--- config.mk ---
export PLATFORM = sky130hd
export DESIGN_NAME = mem_arbiter
export DESIGN_NICKNAME = d
export VERILOG_FILES = /design/src/rtl/mem_arbiter.sv
export SDC_FILE = /design/constraint.sdc
export NUM_CORES = 1
export LEC_CHECK = 0
export BUFFER_PORTS_ARGS = -buffer_cell sky130_fd_sc_hd__clkbuf_2
export CAP_MARGIN = 20
export CORE_AREA = 5 5 118 120
export CTS_BUF_LIST = sky130_fd_sc_hd__clkbuf_4 sky130_fd_sc_hd__clkbuf_8
export CTS_CLUSTER_SIZE = 25
export DETAILED_ROUTE_END_ITERATION = 8
export DIE_AREA = 0 0 123 125
export PLACE_DENSITY = 0.61
export SLEW_MARGIN = 20
export SYNTH_ARGS = -nofsm -noshare
export SYNTH_HDL_FRONTEND = slang
export SYNTH_SLANG_ARGS = --single-unit
--- constraint.sdc ---
create_clock -name clk -period 4.03 [get_ports clk]
set_input_delay 1.209 -clock clk [delete_from_list [all_inputs] [get_ports clk]]
set_output_delay 1.209 -clock clk [all_outputs]
set_load 0.005 [all_outputs]
--- src/rtl/mem_arbiter.sv ---
// mem_arbiter: merges the core's instruction and data valid/ready ports onto
// one shared memory bus. Round-robin grant, combinational forwarding of the
// granted request, and a bus timeout that finishes hung transfers with an error.
//
// state | meaning
// IDLE  | no grant, arbitrating between pending requests
// GNT_I | instruction port owns the shared bus
// GNT_D | data port owns the shared bus
module mem_arbiter #(
  parameter int ADDR_WIDTH     = 32,
  parameter int DATA_WIDTH     = 32,
  parameter int TIMEOUT_CYCLES = 255
) (
  input  logic                  clk,
  input  logic                  rst_n,
  input  logic                  imem_valid_i,
  output logic                  imem_ready_o,
  input  logic [ADDR_WIDTH-1:0] imem_addr_i,
  input  logic [DATA_WIDTH-1:0] imem_wdata_i,
  input  logic [3:0]            imem_we_i,
  output logic [DATA_WIDTH-1:0] imem_rdata_o,
  input  logic                  dmem_valid_i,
  output logic                  dmem_ready_o,
  input  logic [ADDR_WIDTH-1:0] dmem_addr_i,
  input  logic [DATA_WIDTH-1:0] dmem_wdata_i,
  input  logic [3:0]            dmem_we_i,
  output logic [DATA_WIDTH-1:0] dmem_rdata_o,
  output logic                  mem_valid_o,
  input  logic                  mem_ready_i,
  output logic [ADDR_WIDTH-1:0] mem_addr_o,
  output logic [DATA_WIDTH-1:0] mem_wdata_o,
  output logic [3:0]            mem_we_o,
  input  logic [DATA_WIDTH-1:0] mem_rdata_i,
  output logic                  bus_err_o
);

  // A zero TIMEOUT_CYCLES still needs a legal one-bit counter; it just never counts.
  localparam int CNT_W    = (TIMEOUT_CYCLES > 0) ? $clog2(TIMEOUT_CYCLES + 1) : 1;
  localparam int TMO_LAST = (TIMEOUT_CYCLES > 0) ? TIMEOUT_CYCLES - 1 : 0;
  localparam logic [DATA_WIDTH-1:0] ERR_DATA = DATA_WIDTH'(32'hDEAD_BEEF);

  typedef enum logic [1:0] {
    IDLE  = 2'd0,
    GNT_I = 2'd1,
    GNT_D = 2'd2
  } state_e;

  state_e             state_q, state_d;
  logic               last_gnt_q, last_gnt_d;   // 0 = imem served last, 1 = dmem
  logic [CNT_W-1:0]   cnt_q, cnt_d;
  logic               granted;
  logic               timeout;
  logic               finish;
  logic [DATA_WIDTH-1:0] bus_rdata;

  // State, round-robin pointer and timeout counter registers.
  always_ff @(posedge clk or negedge rst_n) begin
    if (!rst_n) begin
      state_q    <= IDLE;
      last_gnt_q <= 1'b1;
      cnt_q      <= '0;
    end else begin
      state_q    <= state_d;
      last_gnt_q <= last_gnt_d;
      cnt_q      <= cnt_d;
    end
  end

  // Arbitration, bus muxing, completion/timeout and next-state logic.
  always_comb begin
    state_d      = state_q;
    last_gnt_d   = last_gnt_q;
    cnt_d        = cnt_q;
    imem_ready_o = 1'b0;
    imem_rdata_o = '0;
    dmem_ready_o = 1'b0;
    dmem_rdata_o = '0;
    mem_valid_o  = 1'b0;
    mem_addr_o   = '0;
    mem_wdata_o  = '0;
    mem_we_o     = '0;
    bus_err_o    = 1'b0;
    timeout      = 1'b0;
    finish       = 1'b0;
    bus_rdata    = mem_rdata_i;

    granted = (state_q != IDLE);
    if (granted) begin
      // A real ready in the last allowed cycle wins over the timeout.
      timeout     = (TIMEOUT_CYCLES != 0) && !mem_ready_i && (cnt_q == CNT_W'(TMO_LAST));
      finish      = mem_ready_i || timeout;
      bus_rdata   = timeout ? ERR_DATA : mem_rdata_i;
      mem_valid_o = 1'b1;
      bus_err_o   = timeout;
    end

    unique case (state_q)
      IDLE: begin
        if (imem_valid_i && dmem_valid_i) begin
          state_d = last_gnt_q ? GNT_I : GNT_D;
        end else if (imem_valid_i) begin
          state_d = GNT_I;
        end else if (dmem_valid_i) begin
          state_d = GNT_D;
        end
      end
      GNT_I: begin
        mem_addr_o   = imem_addr_i;
        mem_wdata_o  = imem_wdata_i;
        mem_we_o     = imem_we_i;
        imem_rdata_o = bus_rdata;
        imem_ready_o = finish;
        if (finish) begin
          last_gnt_d = 1'b0;
          state_d    = dmem_valid_i ? GNT_D : IDLE;
        end
      end
      GNT_D: begin
        mem_addr_o   = dmem_addr_i;
        mem_wdata_o  = dmem_wdata_i;
        mem_we_o     = dmem_we_i;
        dmem_rdata_o = bus_rdata;
        dmem_ready_o = finish;
        if (finish) begin
          last_gnt_d = 1'b1;
          state_d    = imem_valid_i ? GNT_I : IDLE;
        end
      end
      default: state_d = IDLE;
    endcase

    // Counter holds the busy cycles of the current grant; it stops at the
    // timeout cycle because that cycle always ends the grant.
    if (!granted || finish) begin
      cnt_d = '0;
    end else if (TIMEOUT_CYCLES != 0) begin
      cnt_d = cnt_q + CNT_W'(1);
    end
  end

endmodule

# Word level (Yosys, flattened, before mapping)
# Index checks and enable logic that the tools add are counted.
[word_totals]
ff_bits = 11
latch_bits = 0
ram_bits = 0
rom_bits = 0
in_bits = 173
memories = 0
[classes]
add_sub_neg = 1
mul = 0
div_mod_pow = 0
n_lt_le_gt_ge = 0
eq_ne = 6
shift = 0
n_mux = 25
n_bitwise = 0
n_reduce_logical = 11
[ops]
columns = ["op", "count"]
rows = [
  ["two-way mux 32 bit", 4],
  ["case mux 32 bit (2 select lines)", 2],
  ["two-way mux 2 bit", 7],
  ["adder 8 x 1 -> 8 bit (second input constant)", 1],
  ["equality test 8 bit (second input constant)", 1],
  ["two-way mux 1 bit", 8],
  ["two-way mux 8 bit", 1],
  ["case mux 4 bit (2 select lines)", 1],
  ["case mux 2 bit (3 select lines)", 1],
  ["AND reduction 3 bit", 2],
  ["inequality test 2 bit (second input constant)", 2],
  ["inequality test 4 bit (second input constant)", 1],
  ["nonzero test 2 bit", 2],
  ["equality test 2 x 1 -> 1 bit (second input constant)", 1],
  ["equality test 2 bit (second input constant)", 1],
  ["logical AND 1 bit", 2],
  ["zero test 1 bit", 2],
  ["zero test 2 bit", 1],
  ["logical OR 1 bit", 2],
  ["case mux 1 bit (2 select lines)", 1],
]

# Logic depth before layout (Yosys ltp)
# Gate-level depths: netlist of the first run.
[depth]
depth_word = 6
depth_mapped = 8
ltp_nobuf = 6

# Worst setup path after synthesis of the first run
# OpenSTA, ideal clock, no wires.
[synth_timing]
path_kind = "input to output"
from = "in mem_ready_i"
to = "out imem_rdata_o[10]"
arrival_ns = 1.905
t_required_ns = 2.821
slack_ns = 0.916
path_stages = 6
n_path_buf = 2
cell_sequence = "nor2_1 -> nand2_4 -> clkinv_2 -> buf_8 -> buf_8 -> o21a_1"
[synth_via]
elab_chain_cells = 5
[synth_rtl]
columns = ["element", "line", "text"]
rows = [
  ["start: declaration", "29", "input logic mem_ready_i,"],
  ["zero test 1 bit", "90", "timeout = (TIMEOUT_CYCLES != 0) && !mem_ready_i && (cnt_q == CNT_W'(TMO_LAST));"],
  ["logical AND 1 bit", "90", ""],
  ["two-way mux 32 bit", "92", "bus_rdata = timeout ? ERR_DATA : mem_rdata_i;"],
  ["two-way mux 32 bit", "88", "if (granted) begin"],
  ["two-way mux 32 bit", "97", "unique case (state_q)"],
  ["end: declaration", "21", "output logic [DATA_WIDTH-1:0] imem_rdata_o,"],
]
# Every way passes these cells.

# Final worst setup path of the first run
[layout_timing]
from = "in mem_ready_i"
to = "out imem_rdata_o[5]"
# The elaborated chain is that of the path after synthesis.

==> impl_metrics.env, run 1 <==
export IMPL_slowest_stage="clkinv_2"
export IMPL_die_w_um=123
export IMPL_placedCellCount=757
export IMPL_avgRoutedWirePerCell_um=14.61
export IMPL_multi_input_area_um2=1762
export IMPL_drive_gt1_share_pct=56.07
export IMPL_cp_data_required_time_ns=2.82
export IMPL_status="complete, no violations"
export IMPL_grt_max_degree=68
export IMPL_routed_wl_um=11120
export IMPL_vdd_ir_drop_max_uv=203.1
export IMPL_critPathLaunch="mem_ready_i"
export IMPL_vias_per_cell=4.409
export IMPL_synth_mux_area_fraction_pct=0
export IMPL_clock_skew_ns=0.002060
export IMPL_synth_xor_area_share_pct=2.384
export IMPL_syn_inst=299
export IMPL_rows=42
export IMPL_yosys_area_share_adder_pct=3.405
export IMPL_worst_slack_ns=0.4360
export IMPL_final_util_pct=30.89
export IMPL_fp_dieH_um=125
export IMPL_slew_violations=0
export IMPL_cts_resized=0
export IMPL_placed_area_um2=3929
export IMPL_cpMostUsedCell="clkbuf_2"
export IMPL_hold_viol=0
export IMPL_tightest_slew_ns=0.5221
export IMPL_critPathLaunchType="primary input"
export IMPL_synth_simple_gate_area_share_pct=29.97
export IMPL_cts_buffers=3
export IMPL_synth_area_um2=2205
export IMPL_instances_no_fill=761
export IMPL_critPathArrivalTime_ns=2.39
export IMPL_dp_hpwl_um=9265
export IMPL_r2r_start="state_q[1]"
export IMPL_die_area_um2=15380
export IMPL_hold_buffers=0
export IMPL_p_leak_nw=2.149
export IMPL_syn_area_per_cell_um2=7.373
export IMPL_final_period_utilization_pct=89.18
export IMPL_ant_nets=0
export IMPL_cp_num_buf_inv=4
export IMPL_port_buffer_count=308
export IMPL_grt_usage_pct=12.85
export IMPL_cts_buffer_depth=2
export IMPL_rsz0062_at_grt="false"
export IMPL_grt_overflow=0
export IMPL_critical_path_top_delay_family="buffers and inverters"
export IMPL_synth_compound_area_share_pct=43.02
export IMPL_path_cells="clkbuf_2 -> nor2_1 -> nand2_4 -> clkinv_2 -> buf_12 -> o21a_1 -> clkbuf_2"
export IMPL_cts_tree="yes"
export IMPL_area_growth_pct=80.42
export IMPL_core_area_um2=12870
export IMPL_min_period_ns=3.594
export IMPL_cts_max_level=1
export IMPL_nFillCells=1417
export IMPL_grt_first_pass_wirelength_um=16420
export IMPL_start_util_pct=17.12
export IMPL_place_congestion=0.8355
export IMPL_yosys_warnings=0
export IMPL_relSlewSlack_pct=65.19
export IMPL_hold_path_class="reg2reg"
export IMPL_ios=309
export IMPL_fmax_mhz=278.2
export IMPL_vias=3355
export IMPL_slowest_delay_ns=0.26
export IMPL_critical_path_class="in2out"
export IMPL_clk_latency_ns=0.24
export IMPL_finalSetupViolCount=0
export IMPL_numClockSinks=11
export IMPL_yosysUniqueCellTypes=30
export IMPL_grt_pass1_vias=3221
export IMPL_num_antenna_cells=0
export IMPL_stdcell_area_um2=3978
export IMPL_seq_area_um2=276.5
export IMPL_cp_max_fo=27
export IMPL_fin_nets=765
export IMPL_endpoint_kind="output pin"
export IMPL_synth_net_count=478
export IMPL_cts_root_buf="clkbuf_8"
export IMPL_drtIter0Drc=121
export IMPL_drc=0
export IMPL_synth_top_family_by_area="compound AO/OA/AOI/OAI gates"
export IMPL_p_per_area_nw_per_um2=480.6
export IMPL_antenna_found_initial=1
export IMPL_clk_pin_slew_ns=0.05
export IMPL_cts_setup_buffers=0
export IMPL_ys_ff_latch=11
export IMPL_tns_ns=0
export IMPL_ys_seq_area_share_pct=12.54
export IMPL_max_cap_viol_count=0
export IMPL_pre_cts_slack_ns=0.4534
export IMPL_drt_pass1_iterations=4
export IMPL_hp_start="last_gnt_q"
placed cells by master (no fill, tap or decap), types with 2 or more instances in the layout:
cell type  instances
nor2_1            10
buf_4              6
o21ai_0            2
nand2_1            2
ha_4               2
a21oi_1            2
nor2b_1           68
and2_1             2
clkbuf_8           3
o21a_1            49
buf_12             3
and3_1            17
dfrtp_1           10
ha_1               4
clkbuf_2         308
and4_4             2
xor2_1             5
o2bb2ai_1          2
nand3_1            3
a22oi_1           68
inv_1              5
o21bai_1           2
nand4_1            2
cell usage after synthesis:
cell type	instances	area [um2]
buf_2	2	10.01
a21oi_1	2	10.01
a22o_1	1	8.760
nand2_4	1	11.26
nand4_1	2	12.51
xnor2_1	1	8.760
inv_1	5	18.77
xor2_1	5	43.79
nand3_1	3	15.01
buf_4	3	22.52
buf_1	8	30.03
o21a_1	49	367.9
nor2b_1	68	425.4
o21ai_0	2	10.01
clkbuf_1	20	75.07
clkinv_2	1	5.000
and2_1	2	12.51
and4b_1	1	10.01
and3_1	17	106.4
nand2_1	2	7.510
nor2_1	10	37.54
o32ai_1	1	8.760
o2bb2ai_1	2	17.52
dfrtp_1	10	250.2
ha_1	6	75.07
buf_8	2	30.03
o21bai_1	2	15.01
dfstp_2	1	26.28
and4_4	2	22.52
a22oi_1	68	510.5
metal layers:
layer	track usage, %	up-vias	share of wire, %
li1	-	1670	-
met1	15.74	1517	41
met2	23.00	163	48
met3	3.297	5	11
met4	1.759	0	0.67
met5	0	-	0
stage by stage:
stage	power (mW)	hold slack [ns]
2_1_floorplan	1.109	0.4735
3_3_place_gp	1.826	0.4961
3_5_place_dp	1.820	0.4951
4_1_cts	1.950	0.5031
5_1_grt	2.095	0.5361
6_report	1.911	0.5039
kinds of logic (layout without fill, tap and decap cells):
logic type | count (synthesis) | in the layout
compound gates | 127 | 127
simple gates | 108 | 108
buf+inv | 41 | 327
flops | 11 | 11
fa+ha+maj | 6 | 6
xor+xnor | 6 | 6
area by class of cell:
type / instances / area share (%)
Clock buffer: 4 / 1.227
Inverter: 6 / 0.5977
Multi-Input combinational cell: 247 / 44.29
Sequential cell: 11 / 6.952
Tap cell: 176 / 5.536
Timing Repair Buffer: 317 / 41.40
worst reg2reg max path: stages, from the launching register on:
cell and delay (ns):
dfrtp_1 0.44, inv_1 0.14, ha_4 0.45, buf_12 0.27
nor2_1 0.11, o32ai_1 0.31, o2bb2ai_1 0.15
flip-flops by register name, summed over array words and instances, names as in the netlist:
| register | flops |
|---|---|
| last_gnt_q | 1 |
| state_q | 2 |
| cnt_q | 8 |
worst paths after layout:
| path | to | slack (ns) | cells past startpoint |
|---|---|---|---|
| min | last_gnt_q | 0.50 | 2 |
| min reg2reg | last_gnt_q | 0.50 | 2 |
| max in group asynchronous | last_gnt_q | 2.91 | 1 |
| max | imem_rdata_o[5] | 0.44 | 7 |
| min in group asynchronous | cnt_q[5] | 0.84 | 1 |
| max reg2reg | state_q[0] | 2.08 | 6 |
report_power, final:
part / internal (mW) / total [mW] / switching (mW)
logic: 0.795 / 1.63 / 0.837
registers: 0.134 / 0.159 / 0.0251
clock network: 0.0764 / 0.120 / 0.0437
total: 1.01 / 1.91 / 0.906
Power figures use the tool's default switching activity.
==> inputs of run 2 (changes only) <==
ABC_AREA = 1   (was not set)
CORE_AREA = 5 5 117 119   (was 5 5 118 120)
DIE_AREA = 0 0 122 124   (was 0 0 123 125)
PLACE_DENSITY = not set   (was 0.61)
PLACE_DENSITY_LB_ADDON = 0.25   (was not set)
==> run 2 against run 1 <==
Largest cell class is now non-clock buffers; critical path depth stayed put; final area shrank 2.5%; area after synthesis down 1.7%; core utilization rose by 0.21 points; clock power about the same; worst hold slack better by 0.012 ns; wire length increased by 4.6%.
==> impl_metrics.env, run 2 <==
export IMPL_status="complete, no violations"
export IMPL_placedCellCount=875
export IMPL_drive_gt1_share_pct=48.66
export IMPL_yosys_top_cells_count="nand2_1, a21oi_1, inv_1"
export IMPL_switching_share_pct=56.58
export IMPL_ios=309
export IMPL_yosys_warnings=0
export IMPL_hold_viol=0
export IMPL_top_regs="cnt_q: 8 flops, state_q: 2 flops, last_gnt_q: 1 flops"
export IMPL_placed_area_um2=3829
export IMPL_crit_cells=7
export IMPL_cp_max_fo=57
export IMPL_relSlewSlack_pct=35.53
export IMPL_cts_setup_buffers=0
export IMPL_slowest_stage="buf_12"
export IMPL_final_period_utilization_pct=83.15
export IMPL_dp_hpwl_um=9666
export IMPL_p_clk_share_pct=7.0
export IMPL_synth_area_um2=2167
export IMPL_drc=0
export IMPL_top_usage_layer="met2"
export IMPL_drtIter0Drc=85
export IMPL_synth_net_count=602
export IMPL_comb_power_share_pct=84.2
export IMPL_slowest_delay_ns=0.25
export IMPL_stdcell_area_um2=3877
export IMPL_clk_latency_ns=0.24
export IMPL_hold_path_class="reg2reg"
export IMPL_grt_use_met1_pct=15.90
export IMPL_async_flop_share_pct=100.0
export IMPL_p_per_area_nw_per_um2=444.6
export IMPL_ys_ff_latch=11
export IMPL_grt_overflow=0
export IMPL_critPathLaunchType="primary input"
export IMPL_synth_top_area_share_pct=28.75
export IMPL_largest_reg_flops=8
export IMPL_vdd_ir_drop_max_uv=209.6
export IMPL_start_util_pct=17.38
export IMPL_cp_num_buf_inv=3
export IMPL_grt_max_degree=71
export IMPL_tightest_slew_ns=0.9660
export IMPL_cts_buffers=3
export IMPL_cts_root_buf="clkbuf_8"
export IMPL_synth_main_ff_cell="dfrtp_1"
export IMPL_vias_per_cell=4.162
export IMPL_die_w_um=122
export IMPL_numClockSinks=11
export IMPL_avgRoutedWirePerCell_um=13.23
export IMPL_vias=3658
export IMPL_reg2regPathDepth=8
export IMPL_crit_end="dmem_rdata_o[4]"
export IMPL_critPathArrivalTime_ns=2.14
export IMPL_port_buffer_count=308
export IMPL_p_leak_nw=2.221
export IMPL_synth_most_common_cell="nand2_1"
export IMPL_reg2reg_to="state_q[1]"
export IMPL_power_switching_mw=0.9754
export IMPL_ff2ff_setup_slack_ns=2.13
export IMPL_hold_ws_ns=0.5161
export IMPL_tns_ns=0
export IMPL_ys_seq_area_share_pct=12.76
export IMPL_min_period_ns=3.351
export IMPL_grt_first_pass_wirelength_um=16530
export IMPL_fin_nets=887
export IMPL_cts_max_level=1
export IMPL_hold_buffers=0
export IMPL_endpoint_kind="output pin"
export IMPL_instances_no_fill=879
export IMPL_syn_area_per_cell_um2=5.123
export IMPL_p_seq_share_pct=8.8
export IMPL_num_antenna_cells=0
export IMPL_cp_data_required_time_ns=2.82
export IMPL_drt_pass1_iterations=4
export IMPL_worst_slack_ns=0.6789
export IMPL_clk_pin_slew_ns=0.05
export IMPL_die_area_um2=15130
export IMPL_ant_nets=0
export IMPL_critPathLaunch="mem_ready_i"
export IMPL_cts_buffer_depth=2
export IMPL_grtUsageMet3_pct=3.451
export IMPL_final_common_cell="clkbuf_2"
export IMPL_grtUsageMet2_pct=24.03
export IMPL_final_cell_mix="clkbuf_2, nand2_1, a21oi_1"
export IMPL_cellInternalPower_mw=0.7484
export IMPL_yosysUniqueCellTypes=21
export IMPL_critical_path_top_delay_family="buffers and inverters"
export IMPL_antenna_found_initial=0
export IMPL_synth_area_top_cells="nand2_1, a21oi_1, dfrtp_1"
export IMPL_fmax_mhz=298.4
export IMPL_rows=41
export IMPL_finalSetupViolCount=0
export IMPL_clock_skew_ns=0.002761
export IMPL_cts_tree="yes"
export IMPL_critical_path_class="in2out"
export IMPL_synth_top_area_cell="nand2_1"
export IMPL_grt_pass1_vias=3365
export IMPL_routed_wl_um=11630
export IMPL_pre_cts_slack_ns=0.6777
export IMPL_path_cells="clkbuf_2 -> nor2_1 -> nand2_2 -> buf_12 -> nand2_1 -> nor2_1 -> clkbuf_2"
export IMPL_r2r_start="state_q[0]"
export IMPL_area_growth_pct=78.93
export IMPL_place_congestion=0.8320
export IMPL_slew_violations=0
export IMPL_grt_usage_pct=13.17
export IMPL_synth_edf_count=0
export IMPL_cts_resized=0
export IMPL_max_cap_viol_count=0
export IMPL_fp_dieH_um=124
export IMPL_top_register="cnt_q"
export IMPL_core_area_um2=12470
export IMPL_rsz0062_at_grt="false"
export IMPL_syn_inst=423
## run 2: cell count changes after synthesis, sizes merged, moves of 33 or more
cell / delta
nor2b: -68
nand2: +165
o21a: -49
a21oi: +118
a22oi: -68
inv: +33
## run 2: metrics by stage
step           power, mW  util, %
2_1_floorplan     0.9771        -
6_report           1.724    31.11
3_3_place_gp       1.648    30.71
5_1_grt            1.915    31.11
3_5_place_dp       1.629    30.71
4_1_cts            1.757    31.11
## run 2: final cells by class
cell class              count  area [um2]
flip-flops and latches     11       276.5
well taps                 172       215.2
inverters                  39       146.4
multi-input cells         338        1584
repair buffers            315        1607
fillers                  1474        8588
clock buffers               4       48.80
## run 2: power groups by stage
stage	registers [mW]	logic (mW)	clock network (mW)
after global routing	0.154	1.63	0.130
after global placement	0.154	1.49	0
after detailed placement	0.153	1.48	0
after floorplan	0.149	0.828	0
after CTS	0.151	1.48	0.125
final	0.152	1.45	0.121
## run 2: how the worst min path moves through the flow
stage,start,end,depth (start not counted)
3_5_place_dp,cnt_q[0],cnt_q[0],1
2_1_floorplan,last_gnt_q,last_gnt_q,2
6_report,last_gnt_q,last_gnt_q,2
4_1_cts,cnt_q[0],cnt_q[0],1
3_3_place_gp,cnt_q[0],cnt_q[0],1
5_1_grt,last_gnt_q,last_gnt_q,2
## run 2: cells by family after synthesis
family	after synthesis	share of synthesized area, %
AND/OR/NAND/NOR	210	37.99
AO/OA/AOI/OAI	121	30.89
buffers and inverters	74	14.49
flip-flops	11	12.76
adder cells (fa/ha/maj)	6	3.464
XOR/XNOR	1	0.4042
## run 2: routing by layer
metal / wire length [um] / vias up
li1: - / 1905
met2: 5828 / 197
met5: 0 / -
met4: 72 / 0
met1: 4474 / 1549
met3: 1255 / 7
## run 2: tightest hold or removal path: cells and delay by family, from the launching register on
family,cells,cell delay (ns)
DFF,1,0.36
buffers and inverters,1,0.06
AOI/OAI and AO/OA,1,0.09
